==> src/rtl/draw_sweep_arbiter.sv <==
// Round-robin sweep sequencer for the draw framebuffer's dual-port memory.
// Each write emits one pair: port A gets {pair,0} and port B gets {pair,1}.
module draw_sweep_arbiter #(
  parameter int PAIR_W = 13
) (
  input  logic              clk,
  input  logic              reset,
  input  logic [1:0]        req,
  input  logic [PAIR_W-1:0] base0,
  input  logic [PAIR_W-1:0] cnt0,
  input  logic [PAIR_W-1:0] base1,
  input  logic [PAIR_W-1:0] cnt1,
  input  logic              stall,
  output logic [1:0]        gnt,
  output logic              busy,
  output logic [1:0]        done,
  output logic              we,
  output logic [PAIR_W:0]   Q_a,
  output logic [PAIR_W:0]   Q_b,
  output logic [1:0]        o_dbg_state
);

  // Handshake: a client holds req high until its one-cycle done pulse; requests
  // are only looked at in IDLE, and base/cnt are captured on the grant cycle.
  typedef enum logic [1:0] {
    S_IDLE = 2'd0,
    S_RUN  = 2'd1,
    S_DONE = 2'd2
  } state_t;

  state_t              r_state;
  state_t              w_next;
  logic [PAIR_W-1:0]   r_pair;
  logic [PAIR_W-1:0]   r_remaining;
  logic [1:0]          r_gnt;
  logic                r_last;
  logic                w_grant;
  logic                w_pick;
  logic                w_we;
  logic [PAIR_W-1:0]   w_base_sel;
  logic [PAIR_W-1:0]   w_cnt_sel;

  assign w_base_sel = w_pick ? base1 : base0;
  assign w_cnt_sel  = w_pick ? cnt1  : cnt0;

  always_comb begin
    w_next  = r_state;
    w_grant = 1'b0;
    w_pick  = 1'b0;
    w_we    = 1'b0;
    case (r_state)
      S_IDLE: begin
        if (|req) begin
          w_grant = 1'b1;
          // On a tie the client that was not served last wins.
          w_pick  = (req == 2'b11) ? ~r_last : req[1];
          w_next  = (w_cnt_sel != '0) ? S_RUN : S_DONE;
        end
      end
      S_RUN: begin
        w_we = ~stall;
        if (w_we && (r_remaining == PAIR_W'(1))) begin
          w_next = S_DONE;
        end
      end
      S_DONE: begin
        w_next = S_IDLE;
      end
      default: begin
        w_next = S_IDLE;
      end
    endcase
  end

  always_ff @(posedge clk) begin
    if (reset) begin
      r_state     <= S_IDLE;
      r_pair      <= '0;
      r_remaining <= '0;
      r_gnt       <= 2'b00;
      r_last      <= 1'b1;
    end else begin
      r_state <= w_next;
      if (w_grant) begin
        r_pair      <= w_base_sel;
        r_remaining <= w_cnt_sel;
        r_gnt       <= w_pick ? 2'b10 : 2'b01;
        r_last      <= w_pick;
      end else if (w_we) begin
        r_pair      <= r_pair + 1'b1;
        r_remaining <= r_remaining - 1'b1;
      end
      if (r_state == S_DONE) begin
        r_gnt <= 2'b00;
      end
    end
  end

  assign gnt         = r_gnt;
  assign busy        = (r_state != S_IDLE);
  assign done        = (r_state == S_DONE) ? r_gnt : 2'b00;
  assign we          = w_we;
  assign Q_a         = {r_pair, 1'b0};
  assign Q_b         = {r_pair, 1'b1};
  assign o_dbg_state = r_state;

endmodule

==> config.mk <==
export PLATFORM = sky130hd
export DESIGN_NAME = draw_sweep_arbiter
export DESIGN_NICKNAME = d
export VERILOG_FILES = /design/src/rtl/draw_sweep_arbiter.sv
export SDC_FILE = /design/constraint.sdc
export NUM_CORES = 1
export LEC_CHECK = 0
export CAP_MARGIN = 20
export CELL_PAD_IN_SITES_DETAIL_PLACEMENT = 1
export CELL_PAD_IN_SITES_GLOBAL_PLACEMENT = 2
export CORE_MARGIN = 1.5
export CORE_UTILIZATION = 23
export DETAILED_ROUTE_END_ITERATION = 10
export PLACE_DENSITY = 0.86
export SYNTH_ARGS = -nofsm -noshare
export SYNTH_HDL_FRONTEND = slang
export SYNTH_SLANG_ARGS = --single-unit
==> constraint.sdc <==
create_clock -name clk -period 1.9 [get_ports clk]
set_clock_uncertainty 0.05 [all_clocks]
set_input_delay 0.475 -clock clk [delete_from_list [all_inputs] [get_ports clk]]
set_output_delay 0.475 -clock clk [all_outputs]
set_load 0.005 [all_outputs]
After elaboration in Yosys (flattened, before gate mapping)
Index checks and enable logic that the tools add are counted.
{"block": "totals", "output_inout_bits": 36, "inputBits": 57, "regBits": 31}
{"block": "op_classes", "bitwise_logic": 2, "n_eq_ne": 6, "mux": 18, "n_addsub": 2, "reduce_logical": 8}
{"op": "$mux 13", "count": 6}
{"op": "$add 13x1->13 const B", "count": 1}
{"op": "$eq 13x1->1 const B", "count": 1}
{"op": "$reduce_bool 13->1", "count": 1}
{"op": "$sub 13x1->13 const B", "count": 1}
{"op": "$mux 2", "count": 5}
{"op": "$mux 1", "count": 6}
{"op": "$eq 2x2->1 const B", "count": 2}
{"op": "$ne 2x2->1 const B", "count": 2}
{"op": "$pmux 2 s2", "count": 1}
{"op": "$reduce_bool 2->1", "count": 2}
{"op": "$reduce_or 2->1", "count": 2}
{"op": "$eq 2x1->1 const B", "count": 1}
{"op": "$logic_not 2->1", "count": 1}
{"op": "$not 1->1", "count": 2}
{"op": "$reduce_and 2->1", "count": 1}
{"op": "$logic_and 1x1->1", "count": 1}

Depth between registers and ports, before layout
{"block": "depth", "word_depth": 9, "ltp_mapped": 8}

Worst setup path after synthesis
OpenSTA, ideal clock, no wires.
{"block": "synth_path", "path_kind": "register -> register", "from": "register r_remaining[0]", "to": "register r_remaining[10]", "path_slack_ps": 164, "stages_incl_launch_ff": 7, "n_path_buf": 0, "arrival_ps": 1601, "t_required_ps": 1764, "synth_period_minus_slack_ps": 1736, "path_cell_list": "dfxtp_1 > inv_1 > ha_1 > nor4bb_1 > nand4_1 > xor2_1 > a211oi_1"}
{"block": "synth_between", "elab_chain_cells": 3}
{"item": "from (decl)", "line": "34", "rtl": "logic [PAIR_W-1:0] r_remaining;"}
{"item": "from (signal assigned)", "line": "86", "rtl": "r_remaining <= w_cnt_sel;"}
{"item": "from (signal assigned)", "line": "91", "rtl": "r_remaining <= r_remaining - 1'b1;"}
{"item": "$sub 13x1->13", "line": "91"}
{"item": "$mux 13", "line": "89", "rtl": "end else if (w_we) begin"}
{"item": "$mux 13", "line": "84", "rtl": "if (w_grant) begin"}
Every way passes these cells. The select of a mux whose other input is x is not followed.
A chain may end at the register's enable or synchronous reset.

Worst setup path after layout
{"block": "layout_path", "from": "input stall", "to": "output we"}
{"block": "layout_between", "elab_chain_cells": 2}
{"item": "from (decl)", "line": "13", "rtl": "input logic stall,"}
{"item": "$not 1->1", "line": "61", "rtl": "w_we = ~stall;"}
{"item": "$mux 1", "line": "51", "rtl": "case (r_state)"}
{"item": "to (decl)", "line": "17", "rtl": "output logic we,"}
Every way passes these cells.

==> summary.md <==
| Metric | Value |
|---|---|
| Status | completed |
| Area leader, netlist | dfxtp_1 |
| PwrDens | 696 mW/mm^2 |
| Total wire length | 8630 microns |
| Worst setup margin | 41.0 ps |
| Core outline area | 0.00964 sq mm |
| Commonest non-fill, non-tap cell in the layout | clkdlybuf4s50_1 |
| RePlAce Congestion | 0.836 |
| Synthesized net count | 349 |
| Die height | 102 microns |
| DPL Wire Length | 6630 microns |
| Post-synth EDFFs | 0 |
| Clock-pin slew on the worst setup and hold paths | 60 ps |
| DR WL/cell | 16.2 microns |
| Yosys warns | 0 |
| Top fanout value on the critical path | 2 |
| Worst setup path class | in -> out |
| Top cell type's share of synthesized area | 0.274 |
| Avg Synthesized Cell Area | 7.83 sq um |
| IO Pins | 93 |
| ANT nets after route | 0 |
| Post-synthesis sequential area ratio | 0.274 |
| Hold Crit Class | reg -> reg |
| LEAKAGE | 1.45 nW |
| Most frequent cells in the layout | clkdlybuf4s50_1 (81), buf_4 (46), dfxtp_1 (26) |
| Clk_lat worst skew | 290 ps |
| Post-synth ARST share | 0 |
| #FFs+latches synth | 31 |
| Crit end category | output pin |
| Min cycle time layout | 1860 ps |
| First-pass DRT Iterations | 4 |
| CTS sink count | 31 |
| CP Launch Type | input pin |
| Die footprint | 0.0104 sq mm |
| RSZ-0062 raised after global routing | false |
| DR DRC count | 0 |
| Clock buffer count from CTS | 5 |
| FMAX | 0.538 GHz |
| Cell variety after synth | 56 |
| Top cells by area, synth | dfxtp_1 (27%), buf_4 (5.6%), and3_1 (4.7%), a211oi_1 (4.3%), nor2_1 (4.1%) |
| Worst VDD drop | 236 uV |
| Max-Cap Viols | 0 |
| CTS tree | done |
| Pre-CTS setup slack | -552 ps |
| Gr ovfl total | 0 |
| Clock Tree Buf Depth | 2 |
| Hold Vio Cnt, Final | 0 |
| Effective utilization at floorplan | 0.235 |
| Routed vias | 2709 |
| Cell count after synthesis | 289 |
| Root Buffer | clkbuf_8 |
| Primary FF master, synth | dfxtp_1 |
| Area growth syn-to-layout | 61.3% |
| Post-Syn Area | 0.00226 sq mm |
| Fin Hold WS | 469 ps |
| DR iter-0 viols | 95 |
| First-pass GRT wire length | 13900 microns |
| Tot Pwr | 2.54 mW |
| Initial antenna violation count | 0 |
| Die Wd | 102 microns |
| Fin crit share | 0.978 |
| Number of vias per cell | 5.07 |
| Largest net degree at the start of global routing | 19 |
| IO buf count | 90 |
| Vias in the first global route | 2834 |
| Worst EP required | 1370 ps |
| Htree depth | 2 |
| Final #Nets | 460 |
| Pins over their slew limit | 0 |
| Final setup fails | 0 |
| Aggregate global-route resource usage | 0.170 |
| Diodes inserted | 0 |
| Setup TNS after final layout | 0 ps |
| FP Rows | 36 |
| Arr. time, crit path | 1330 ps |
| Layout cell share with drive strength beyond 1 | 0.204 |
sequential cells by signal (all words and copies together) (netlist names):
register	cells
gnt	2
o_dbg_state	2
r_remaining	13
r_pair	13
r_last	1
cells in the mapped netlist, types with 2 or more instances:
cell type / count
dfxtp_1: 31
a311o_1: 2
nor2_1: 25
clkbuf_1: 11
a221oi_1: 3
and3_1: 17
nor3b_1: 2
nor3_1: 8
nand3_1: 8
o211ai_1: 3
mux2_2: 2
a2111oi_0: 3
or3_1: 3
nand4_1: 8
buf_6: 2
a21oi_1: 11
and4_1: 3
o21ai_0: 16
o31ai_1: 2
ha_1: 3
a211oi_1: 13
conb_1: 2
inv_1: 4
a222oi_1: 5
or4_1: 2
nor4_1: 5
a21boi_0: 8
a211o_1: 4
nand2b_1: 3
and2_1: 5
a31oi_1: 9
nand2_1: 12
a22oi_1: 8
buf_2: 5
buf_4: 17
mux2i_1: 4
metrics by stage:
step                instances  utilization  cell area (sq um)
floorplan                 289            -               2260
global placement          517        0.356               3430
detailed placement        517        0.356               3430
CTS                       532        0.373               3600
global route              534        0.379               3650
finish                    534        0.379               3650
per-layer routing:
| metal | track usage | wire [microns] |
|---|---|---|
| met1 | 0.213 | 3910 |
| met2 | 0.301 | 4210 |
| met3 | 0.0274 | 422 |
| met4 | 0.0495 | 90 |
| met5 | 0 | 0 |
report_power, final:
part	internal (mW)	leakage, nW	switching [mW]
combinational	0.602	1.14	0.483
sequential	0.740	0.258	0.116
clock	0.331	0.0515	0.268
logic make-up after synthesis:
logic type,after synthesis,share of synthesized area
and+or+nand+nor,110,0.272
AOI/OAI and AO/OA,95,0.294
buffers and inverters,41,0.108
DFF,31,0.274
muxes,6,0.0277
adders and majority gates,3,0.0166
other,2,0.00332
xor gates and xnor gates,1,0.00387
final cells by class:
| cell class | count | area [sq um] |
|---|---|---|
| Tap cell | 133 | 166 |
| Fill cell | 1197 | 5990 |
| Sequential cell | 31 | 627 |
| Timing Repair Buffer | 140 | 1290 |
| Inverter | 5 | 23.8 |
| Multi-Input combinational cell | 217 | 1440 |
| Clock buffer | 8 | 100 |
worst max-delay path, stage by stage:
cell,delay [ps]
dlygate4sd2_1,250
or3b_4,430
inv_6,70
buf_2,110
timing repair:
action	in CTS	in global routing
setup endpoints to repair	30	15
hold buffers	0	0
pin swaps	3	3
buffers inserted	7	2
gates resized for setup	25	15
final timing paths:
path                                 startpoint              end  slack [ps]  depth (start not counted)
worst max-delay path                      stall               we          40                          4
worst min-delay path            r_remaining[11]  r_remaining[11]         470                          2
worst max register to register   o_dbg_state[0]  r_remaining[12]          90                          7
worst min register to register  r_remaining[11]  r_remaining[11]         470                          2
Power figures use the tool's default switching activity.
